**src/rtl/nfca_rx_miller_decoder_if.sv**
```systemverilog
// Received-frame beat bundle: tdata/tlast/tlastb plus end-of-frame status (err, crc_ok).
// No ready signal; the consumer must accept every beat on the cycle tvalid is high.
interface nfca_rx_miller_decoder_if;
  logic       tvalid;
  logic [7:0] tdata;
  logic       tlast;
  logic [2:0] tlastb;
  logic       err;
  logic       crc_ok;

  modport master (output tvalid, tdata, tlast, tlastb, err, crc_ok);
  modport slave  (input  tvalid, tdata, tlast, tlastb, err, crc_ok);
endinterface

```
**src/rtl/nfca_rx_miller_decoder.sv**
```systemverilog
// ISO14443A Modified Miller decoder: pause detect, X/Y/Z slot classing, byte/parity assembly; beats lag one byte, last beat <=2 clk after EOF, no backpressure.
// Optional CRC_A residue check on the last beat under `NFCA_RX_CRC_CHECK_EN; otherwise rx.crc_ok is tied low.
module nfca_rx_miller_decoder #(
  parameter int BIT_CLKS   = 768,
  parameter int PAUSE_CLKS = 16,
  parameter int MAX_BYTES  = 64
) (
  input  logic clk,
  input  logic rst,
  input  logic carrier_in,
  nfca_rx_miller_decoder_if.master rx
);

  localparam int TW = $clog2(BIT_CLKS);
  localparam int PW = $clog2(PAUSE_CLKS + 1);
  localparam int BW = $clog2(MAX_BYTES + 1);

  localparam logic [TW-1:0] T_Q   = TW'(BIT_CLKS / 4);
  localparam logic [TW-1:0] T_H   = TW'(BIT_CLKS / 2);
  localparam logic [TW-1:0] T_3Q  = TW'(3 * BIT_CLKS / 4);
  localparam logic [TW-1:0] T_END = TW'(BIT_CLKS - 1);

  localparam logic [1:0] S_IDLE  = 2'd0;
  localparam logic [1:0] S_RX    = 2'd1;
  localparam logic [1:0] S_FLUSH = 2'd2;
  localparam logic [1:0] S_LAST  = 2'd3;

  logic          c_s1, c_s2, c_s3;
  logic [PW-1:0] edge_cnt;
  logic          rise;
  logic          pause_evt;

  logic [1:0]    state;
  logic [TW-1:0] t;
  logic          x_seen, z_seen, sof_slot, prev_bit;
  logic          bit_pend, bit_pend_vld;
  logic [7:0]    shreg;
  logic [3:0]    n;
  logic [7:0]    pend_byte;
  logic          pend_vld;
  logic          err;
  logic [BW-1:0] byte_cnt;
  logic          is_eof;
  logic          crc_good;

  assign rise      = c_s2 & ~c_s3;
  assign pause_evt = !rise && (edge_cnt == PW'(PAUSE_CLKS - 1));
  assign is_eof    = !x_seen && !z_seen && !prev_bit;

`ifdef NFCA_RX_CRC_CHECK_EN
  logic [15:0] crc;

  function automatic logic [15:0] crc_a_byte(input logic [15:0] c, input logic [7:0] d);
    logic [15:0] r;
    r = c ^ {8'h00, d};
    for (int i = 0; i < 8; i++)
      r = r[0] ? ((r >> 1) ^ 16'h8408) : (r >> 1);
    return r;
  endfunction

  assign crc_good = (crc == 16'h0000) && (byte_cnt >= BW'(3)) && (n == 4'd0);
`else
  assign crc_good = 1'b0;
`endif

  // Edge counter saturates so a held-low carrier yields a single pause pulse.
  always_ff @(posedge clk or posedge rst) begin
    if (rst) begin
      c_s1     <= 1'b0;
      c_s2     <= 1'b0;
      c_s3     <= 1'b0;
      edge_cnt <= '0;
    end else begin
      c_s1 <= carrier_in;
      c_s2 <= c_s1;
      c_s3 <= c_s2;
      if (rise)
        edge_cnt <= '0;
      else if (edge_cnt != PW'(PAUSE_CLKS))
        edge_cnt <= edge_cnt + PW'(1);
    end
  end

  always_ff @(posedge clk or posedge rst) begin
    if (rst) begin
      state        <= S_IDLE;
      t            <= '0;
      x_seen       <= 1'b0;
      z_seen       <= 1'b0;
      sof_slot     <= 1'b0;
      prev_bit     <= 1'b0;
      bit_pend     <= 1'b0;
      bit_pend_vld <= 1'b0;
      shreg        <= '0;
      n            <= '0;
      pend_byte    <= '0;
      pend_vld     <= 1'b0;
      err          <= 1'b0;
      byte_cnt     <= '0;
`ifdef NFCA_RX_CRC_CHECK_EN
      crc          <= 16'h6363;
`endif
      rx.tvalid    <= 1'b0;
      rx.tdata     <= '0;
      rx.tlast     <= 1'b0;
      rx.tlastb    <= '0;
      rx.err       <= 1'b0;
      rx.crc_ok    <= 1'b0;
    end else begin
      rx.tvalid <= 1'b0;
      rx.tdata  <= '0;
      rx.tlast  <= 1'b0;
      rx.tlastb <= '0;
      rx.err    <= 1'b0;
      rx.crc_ok <= 1'b0;

      case (state)
        S_IDLE: begin
          if (pause_evt) begin
            state        <= S_RX;
            t            <= '0;
            x_seen       <= 1'b0;
            z_seen       <= 1'b0;
            sof_slot     <= 1'b1;
            prev_bit     <= 1'b0;
            bit_pend_vld <= 1'b0;
            n            <= '0;
            pend_vld     <= 1'b0;
            err          <= 1'b0;
            byte_cnt     <= '0;
`ifdef NFCA_RX_CRC_CHECK_EN
            crc          <= 16'h6363;
`endif
          end
        end

        S_RX: begin
          // Each decoded bit is held one slot so the EOF logic-0 can be dropped.
          if (t == T_3Q) begin
            sof_slot <= 1'b0;
            if (!sof_slot) begin
              z_seen <= 1'b0;
              if (is_eof) begin
                state        <= S_FLUSH;
                bit_pend_vld <= 1'b0;
              end else begin
                bit_pend     <= x_seen;
                bit_pend_vld <= 1'b1;
                prev_bit     <= x_seen;
                if (bit_pend_vld) begin
                  if (n == 4'd8) begin
                    if (!(^{shreg, bit_pend}))
                      err <= 1'b1;
                    n <= '0;
                    if (byte_cnt == BW'(MAX_BYTES)) begin
                      err <= 1'b1;
                    end else begin
                      byte_cnt  <= byte_cnt + BW'(1);
                      pend_byte <= shreg;
                      pend_vld  <= 1'b1;
`ifdef NFCA_RX_CRC_CHECK_EN
                      crc       <= crc_a_byte(crc, shreg);
`endif
                      if (pend_vld) begin
                        rx.tvalid <= 1'b1;
                        rx.tdata  <= pend_byte;
                      end
                    end
                  end else begin
                    shreg <= {bit_pend, shreg[7:1]};
                    n     <= n + 4'd1;
                  end
                end
              end
            end
          end

          // A pause mid-slot is X; anything near a slot boundary starts a Z slot.
          if (pause_evt) begin
            if (t >= T_Q && t < T_3Q) begin
              x_seen <= 1'b1;
              t      <= T_H;
            end else begin
              z_seen <= 1'b1;
              x_seen <= 1'b0;
              t      <= '0;
            end
          end else if (t == T_END) begin
            t      <= '0;
            x_seen <= 1'b0;
          end else begin
            t <= t + TW'(1);
          end
        end

        S_FLUSH: begin
          if (pend_vld) begin
            rx.tvalid <= 1'b1;
            rx.tdata  <= pend_byte;
            pend_vld  <= 1'b0;
            if (n == 4'd0) begin
              rx.tlast  <= 1'b1;
              rx.tlastb <= 3'd7;
              rx.err    <= err;
              rx.crc_ok <= crc_good;
              err       <= 1'b0;
              state     <= S_IDLE;
            end else begin
              state <= S_LAST;
            end
          end else begin
            if (n != 4'd0) begin
              rx.tvalid <= 1'b1;
              rx.tdata  <= shreg >> (4'd8 - n);
              rx.tlast  <= 1'b1;
              rx.tlastb <= 3'(n - 4'd1);
              rx.err    <= err;
              rx.crc_ok <= crc_good;
            end
            err   <= 1'b0;
            n     <= '0;
            state <= S_IDLE;
          end
        end

        default: begin
          rx.tvalid <= 1'b1;
          rx.tdata  <= shreg >> (4'd8 - n);
          rx.tlast  <= 1'b1;
          rx.tlastb <= 3'(n - 4'd1);
          rx.err    <= err;
          rx.crc_ok <= crc_good;
          err       <= 1'b0;
          n         <= '0;
          state     <= S_IDLE;
        end
      endcase
    end
  end

endmodule
```
**src/flat_wrapper.sv**
```systemverilog
// flat-port wrapper written by rule: the top's interface ports become plain ports
module nfca_rx_miller_decoder_flat 
#(
  parameter int BIT_CLKS   = 768,
  parameter int PAUSE_CLKS = 16,
  parameter int MAX_BYTES  = 64
)
  (clk, rst, carrier_in, rx_tvalid, rx_tdata, rx_tlast, rx_tlastb, rx_err, rx_crc_ok);
  nfca_rx_miller_decoder_if rx_i ();
  input  logic clk;
  input  logic rst;
  input  logic carrier_in;
  output wire logic [$bits(rx_i.tvalid)-1:0] rx_tvalid;
  output wire logic [$bits(rx_i.tdata)-1:0] rx_tdata;
  output wire logic [$bits(rx_i.tlast)-1:0] rx_tlast;
  output wire logic [$bits(rx_i.tlastb)-1:0] rx_tlastb;
  output wire logic [$bits(rx_i.err)-1:0] rx_err;
  output wire logic [$bits(rx_i.crc_ok)-1:0] rx_crc_ok;
  assign rx_tvalid = rx_i.tvalid;
  assign rx_tdata = rx_i.tdata;
  assign rx_tlast = rx_i.tlast;
  assign rx_tlastb = rx_i.tlastb;
  assign rx_err = rx_i.err;
  assign rx_crc_ok = rx_i.crc_ok;
  nfca_rx_miller_decoder #(.BIT_CLKS(BIT_CLKS), .PAUSE_CLKS(PAUSE_CLKS), .MAX_BYTES(MAX_BYTES)) u_core (.clk(clk), .rst(rst), .carrier_in(carrier_in), .rx(rx_i));
endmodule
```
**config.mk**
```make
export PLATFORM = sky130hd
export DESIGN_NAME = nfca_rx_miller_decoder_flat
export DESIGN_NICKNAME = d
export VERILOG_FILES = /design/src/rtl/nfca_rx_miller_decoder_if.sv /design/src/rtl/nfca_rx_miller_decoder.sv /design/src/flat_wrapper.sv
export SDC_FILE = /design/constraint.sdc
export NUM_CORES = 1
export LEC_CHECK = 0
export ABC_CLOCK_PERIOD_IN_PS = 7500
export CAP_MARGIN = 20
export CORE_MARGIN = 4
export CORE_UTILIZATION = 58
export CTS_CLUSTER_DIAMETER = 200
export DETAILED_ROUTE_END_ITERATION = 10
export DONT_BUFFER_PORTS = 1
export GPL_TIMING_DRIVEN = 0
export PLACE_DENSITY = 0.84
export SYNTH_ARGS = -nofsm -noshare
export SYNTH_HDL_FRONTEND = slang
export SYNTH_SLANG_ARGS = --single-unit
```
**constraint.sdc**
```tcl
create_clock -name clk -period 7.5 [get_ports clk]
set_clock_uncertainty 0.05 [all_clocks]
set_input_delay 1.125 -clock clk [delete_from_list [all_inputs] [get_ports clk]]
set_output_delay 1.125 -clock clk [all_outputs]
set_load 0.01 [all_outputs]
```
## Word level (Yosys, flattened, before mapping)

Cells that the tools add are included.

- $add $sub $neg: 6
- Order comparisons: 2
- Eq/ne operators: 20
- Shift-type cells: 1
- Multiplexer cells: 99
- Bitwise logic cells: 6
- Reduce and logical (&&, ||, !) cells: 29

Operators with widths:

| cell | count |
|---|---|
| $mux W8 | 9 |
| $mux W7 | 7 |
| $mux W1 | 45 |
| $mux W10 | 3 |
| $mux W4 | 7 |
| $pmux W8 S3 | 1 |
| $reduce_and A8 Y1 | 3 |
| $eq A10 B10 Y1 const B | 2 |
| $pmux W10 S2 | 1 |
| $pmux W1 S2 | 7 |
| $pmux W7 S2 | 1 |
| $mux W2 | 6 |
| $pmux W4 S3 | 1 |
| $reduce_and A4 Y1 | 3 |
| $reduce_and A6 Y1 | 2 |
| $add A10 B1 Y10 const B | 1 |
| $ge A10 B8 Y1 const B | 1 |
| $lt A10 B10 Y1 const B | 1 |
| $mux W5 | 2 |
| $ne A2 B1 Y1 const B | 5 |
| $mux W3 | 3 |
| $mux W9 | 1 |
| $pmux W1 S3 | 3 |
| $reduce_xor A9 Y1 | 1 |
| 31 further kinds | 47 |

- Bits in registers: 69
- Input port bits: 3
- Output and inout port bits: 15
- Logic and storage cells: 186

## Longest topological paths before layout

- Word-level depth: 9
- Mapped depth: 10

## Least setup slack after synthesis

No wires, ideal clock.

- Kind: flip-flop to flip-flop
- Start: register u_core.n[0]
- End: register u_core.pend_byte[6]
- Setup time: 125 ps
- Arrival: 2286 ps
- Data required time: 7325 ps
- Path slack: 5039 ps
- Stages on the path, launching flop included: 10
- Path buffers: 3
- Clock period less this slack: 2461 ps
- Cell sequence: dfrtp_1 -> clkbuf_1 -> clkbuf_1 -> inv_1 -> ha_1 -> and3b_1 -> o2111a_1 -> nand2_4 -> buf_2 -> mux2_2

- Cells in the longest elaborated chain, start to end: 2

Ends and longest elaborated chain:

| what | line | source |
|---|---|---|
| from (decl) | nfca_rx_miller_decoder.sv:38 | `logic [3:0] n;` |
| from (signal assigned) | nfca_rx_miller_decoder.sv:171 | `n <= n + 4'd1;` |
| $eq A4 B4 Y1 | nfca_rx_miller_decoder.sv:151 | `if (n == 4'd8) begin` |
| $reduce_and A7 Y1 (no line) | n/a |  |
| to (signal assigned) | nfca_rx_miller_decoder.sv:159 | `pend_byte <= shreg;` |
| to (decl) | nfca_rx_miller_decoder.sv:39 | `logic [7:0] pend_byte;` |

Every way passes these cells.
A chain may end at the register's enable or synchronous reset.

## Final worst setup path

- Start: register u_core.n[0]
- End: register u_core.rx.tdata[3]

- Cells in the longest elaborated chain, start to end: 7

Ends and longest elaborated chain:

| what | line | source |
|---|---|---|
| parallel branches: the longest is 6 deep, another holds $sub A4 B4 Y4 | n/a |  |
| $pmux W8 S3 * | nfca_rx_miller_decoder.sv:117 | `case (state)` |
| to (signal assigned) | nfca_rx_miller_decoder.sv:166 | `rx.tdata <= pend_byte;` |
| to (signal assigned) | nfca_rx_miller_decoder.sv:199 | `rx.tdata <= pend_byte;` |
| to (signal assigned) | nfca_rx_miller_decoder.sv:214 | `rx.tdata <= shreg >> (4'd8 - n);` |
| to (decl) | nfca_rx_miller_decoder_if.sv:11 | `modport master (output tvalid, tdata, tlast, tlastb, err, crc_ok);` |

Every way passes the cells marked *.

==> qor.csv <==
stage,metric,value,unit
setup_path,crit-path cells,clkbuf_1 -> clkbuf_1 -> inv_1 -> ha_1 -> xor2_1 -> mux2i_1 -> a211oi_1 -> a31oi_1 -> o2bb2ai_1,
global_route,global-route met1 utilization,27.73,%
die,Die Span Y,86.84,um
die,Die W,86.84,um
final_layout,register area,1727,um2
final_layout,Inserted Diodes,0,
synthesis,post-synthesis net count,364,
timing,setup_tns,0,ns
placed_design,port buffer count,0,
global_route,GR Overflow Total,0,
synthesis,sequential-to-total area share from yosys stat,47.90,%
setup_path,worst r2r src,u_core.n[0]$_DFFE_PP0P_,
timing,RSZ-0062 raised after global routing,false,
die,die footprint,7540,um2
synthesis,top_reg_cell synth,dfrtp_1,
setup_path,peak per-stage delay on the critical path,0.71,ns
power,power per cell area,237.4,nW/um2
timing,highest clock rate,315.5,MHz
cts,"Clk Latency, worst-skew pair",0.35,ns
routing,initial drt markers,238,
setup_path,CP startpoint kind,register,
synthesis,"FF+latch count, synth",69,
hold_path,Hold Path Stages,0,
global_route,met3 Use GR,5.418,%
power,"IR drop worst, VDD",0.1851,mV
setup_path,r2r setup slk,4.33,ns
cts,Root Driver,clkbuf_8,
cts,CTS tree,yes,
power,Leakage,1.834,nW
timing,Worst Max-Slew Pin Slew,0.8749,ns
flow_run,Max Cap Viol,0,
hold_path,min-delay worst type,reg -> reg,
synthesis,Netlist cell types,55,
cts,clock buffer depth,2,
die,# IOs,18,
timing,Hold Slack,0.3074,ns
synthesis,average cell area after synthesis,10.30,um2
timing,Final Setup Violations,0,
die,Core ar.,5991,um2
placed_design,Routability Congestion,0.9220,
synthesis,asr flop ratio synth,100.0,%
global_route,initial antenna violation count,0,
cts,post-CTS setup buffer count,0,
synthesis,synthesized netlist cell count,350,
final_layout,"most common cell after layout, fill and taps aside",dfrtp_1,
final_layout,Nets,375,
routing,Remaining DRCs,0,
setup_path,Worst EP arrival,3.38,ns
routing,TritonRoute pass-1 iters,5,
final_layout,post-layout util,65.79,%
synthesis,Post-synth EDFFs,0,
synthesis,Syn Std Cell Area,3605,um2
final_layout,fillers,439,
synthesis,Syn. warnings,0,
timing,max_slew headroom,40.85,%
final_layout,"commonest non-fill, non-tap cells in the layout","dfrtp_1 (69), o21ai_0 (25), nor2_1 (25)",
setup_path,FF-to-FF End,u_core.rx.tdata[3]$_DFF_PP0_,
routing,Final ANT Viol Nets,0,
global_route,largest net degree at the start of global routing,70,
final_layout,Synth-to-Final Area Change,9.337,%
setup_path,CP max-delay cell,xor2_1,
timing,Fin. Hold Viols,0,
routing,WL/cell,16.72,um
cts,CTS resizes,0,
global_route,first-pass GRT wire length,12540,um
cts,TritonCTS Buffers,9,
setup_path,critical-path maximum fanout,10,
setup_path,Worst Path Required,7.71,ns
routing,via count,2746,
global_route,GR Util met2,34.78,%
setup_path,"CP delay by family, top",buffers and inverters,
final_layout,multi-input logic area,1749,um2
hold_path,hold path start,u_core.c_s1$_DFF_PP0_,
routing,DR vias/cell,6.227,
routing,Detailed Route WL,7373,um
setup_path,Setup crit end kind,register,
placed_design,post-DP HPWL,4994,um
timing,final max-slew violation count,0,
global_route,number of global-route vias before repair,2649,
timing,Tmin final,3.170,ns
setup_path,Worst path most repeated cell,clkbuf_1,
cts,# hold bufs at CTS,0,
timing,crit share post-route,42.27,%
setup_path,Setup Crit Path Kind,reg -> reg,
hold_path,worst hold endpoint,u_core.c_s2$_DFF_PP0_,
final_layout,layout cells sized above 1,11.75,%
setup_path,Worst R2R Path Depth,9,
cts,CTS H-tree lvls,3,
cts,# clock sinks,69,
die,# rows,28,
outcome,outcome,completed,
setup_path,CP Buf/Inv Count,3,
cts,"CTS clk-pin slew, worst paths",0.07,ns
global_route,gr usage total,21.20,%
global_route,Top Usage Layer GRT,met2,
die,Initial Utilization,60.17,%
==> power by group <==
| part | switching [mW] | total [mW] | internal [mW] |
|---|---|---|---|
| registers | 0.0216 | 0.418 | 0.396 |
| clock network | 0.137 | 0.366 | 0.230 |
| logic | 0.0940 | 0.152 | 0.0575 |
==> worst max-delay path by stage <==
stage,start,to,slack [ns],depth (start not counted)
3_5_place_dp,u_core.n[0]$_DFFE_PP0P_,u_core.rx.tdata[3]$_DFF_PP0_,4.52,9
5_1_grt,u_core.n[0]$_DFFE_PP0P_,u_core.rx.tdata[3]$_DFF_PP0_,4.17,9
6_report,u_core.n[0]$_DFFE_PP0P_,u_core.rx.tdata[3]$_DFF_PP0_,4.33,9
4_1_cts,u_core.n[0]$_DFFE_PP0P_,u_core.rx.tdata[3]$_DFF_PP0_,4.39,9
2_1_floorplan,rst,u_core.bit_pend$_DFFE_PP0P_,4.59,1
3_3_place_gp,rst,u_core.c_s1$_DFF_PP0_,3.92,1
==> synth_stat cells (7+ instances only) <==
library cell / count / area share [%]
nor2_1: 25 / 2.6
nand3_1: 16 / 2.2
dfrtp_1: 69 / 48
xnor2_1: 11 / 2.7
mux2i_1: 9 / 2.5
nand2_1: 22 / 2.3
mux2_2: 16 / 5.0
a21oi_1: 11 / 1.5
inv_1: 18 / 1.9
nand2b_1: 7 / 1.2
clkbuf_1: 11 / 1.1
o21ai_0: 25 / 3.5
ha_1: 11 / 3.8
==> stage by stage <==
stage               power, mW  worst slack, ns  instance area (um2)  cells
floorplan              0.5359            4.585                 3605    350
global route           0.9803            4.165                 3941    441
CTS                    0.9400            4.393                 3941    441
global placement       0.5645            3.920                 3699    425
detailed placement     0.5744            4.519                 3701    425
finish                 0.9356            4.330                 3941    441
==> cells by family (layout without fill, tap and decap cells) <==
group           count (synthesis)  after routing  share of synthesized area [%]
fa+ha+maj                      11             11                          3.818
mux                            27             27                          8.747
buf+inv                        32             48                          3.575
flops                          69             69                          47.90
other cells                     1              1                         0.1040
compound gates                 78             78                          14.51
simple gates                  115            115                          17.22
xor+xnor                       17             17                          4.130
==> per-layer routing <==
layer | wire length, um | vias to the layer above
met4 | 112 | 0
met1 | 3198 | 1351
met5 | 0 | -
met2 | 3610 | 108
li1 | - | 1273
met3 | 451 | 14
==> state kept, by name, summed over array words and instances (netlist names), 2 cells and up <==
register          count
u_core.shreg          8
u_core.rx.tdata       8
u_core.state          2
u_core.t             10
u_core.edge_cnt       5
u_core.n              4
u_core.pend_byte      8
u_core.rx.tlastb      3
u_core.byte_cnt       7
==> cell type report <==
type	count	share of cell area, %
multi-input combinational	249	44.38
buffer	14	1.556
sequential	69	43.81
clock buffer	12	3.683
tap	75	2.381
clock inverter	4	2.413
inverter	18	1.778
==> worst reg2reg max path, stage by stage (launching register included) <==
cell and delay, ns:
dfrtp_1 0.36, clkbuf_1 0.32, clkbuf_1 0.41, inv_1 0.15, ha_1 0.28, xor2_1 0.71, mux2i_1 0.21, a211oi_1 0.31
a31oi_1 0.10, o2bb2ai_1 0.20
(Power assumes the default switching activity.)
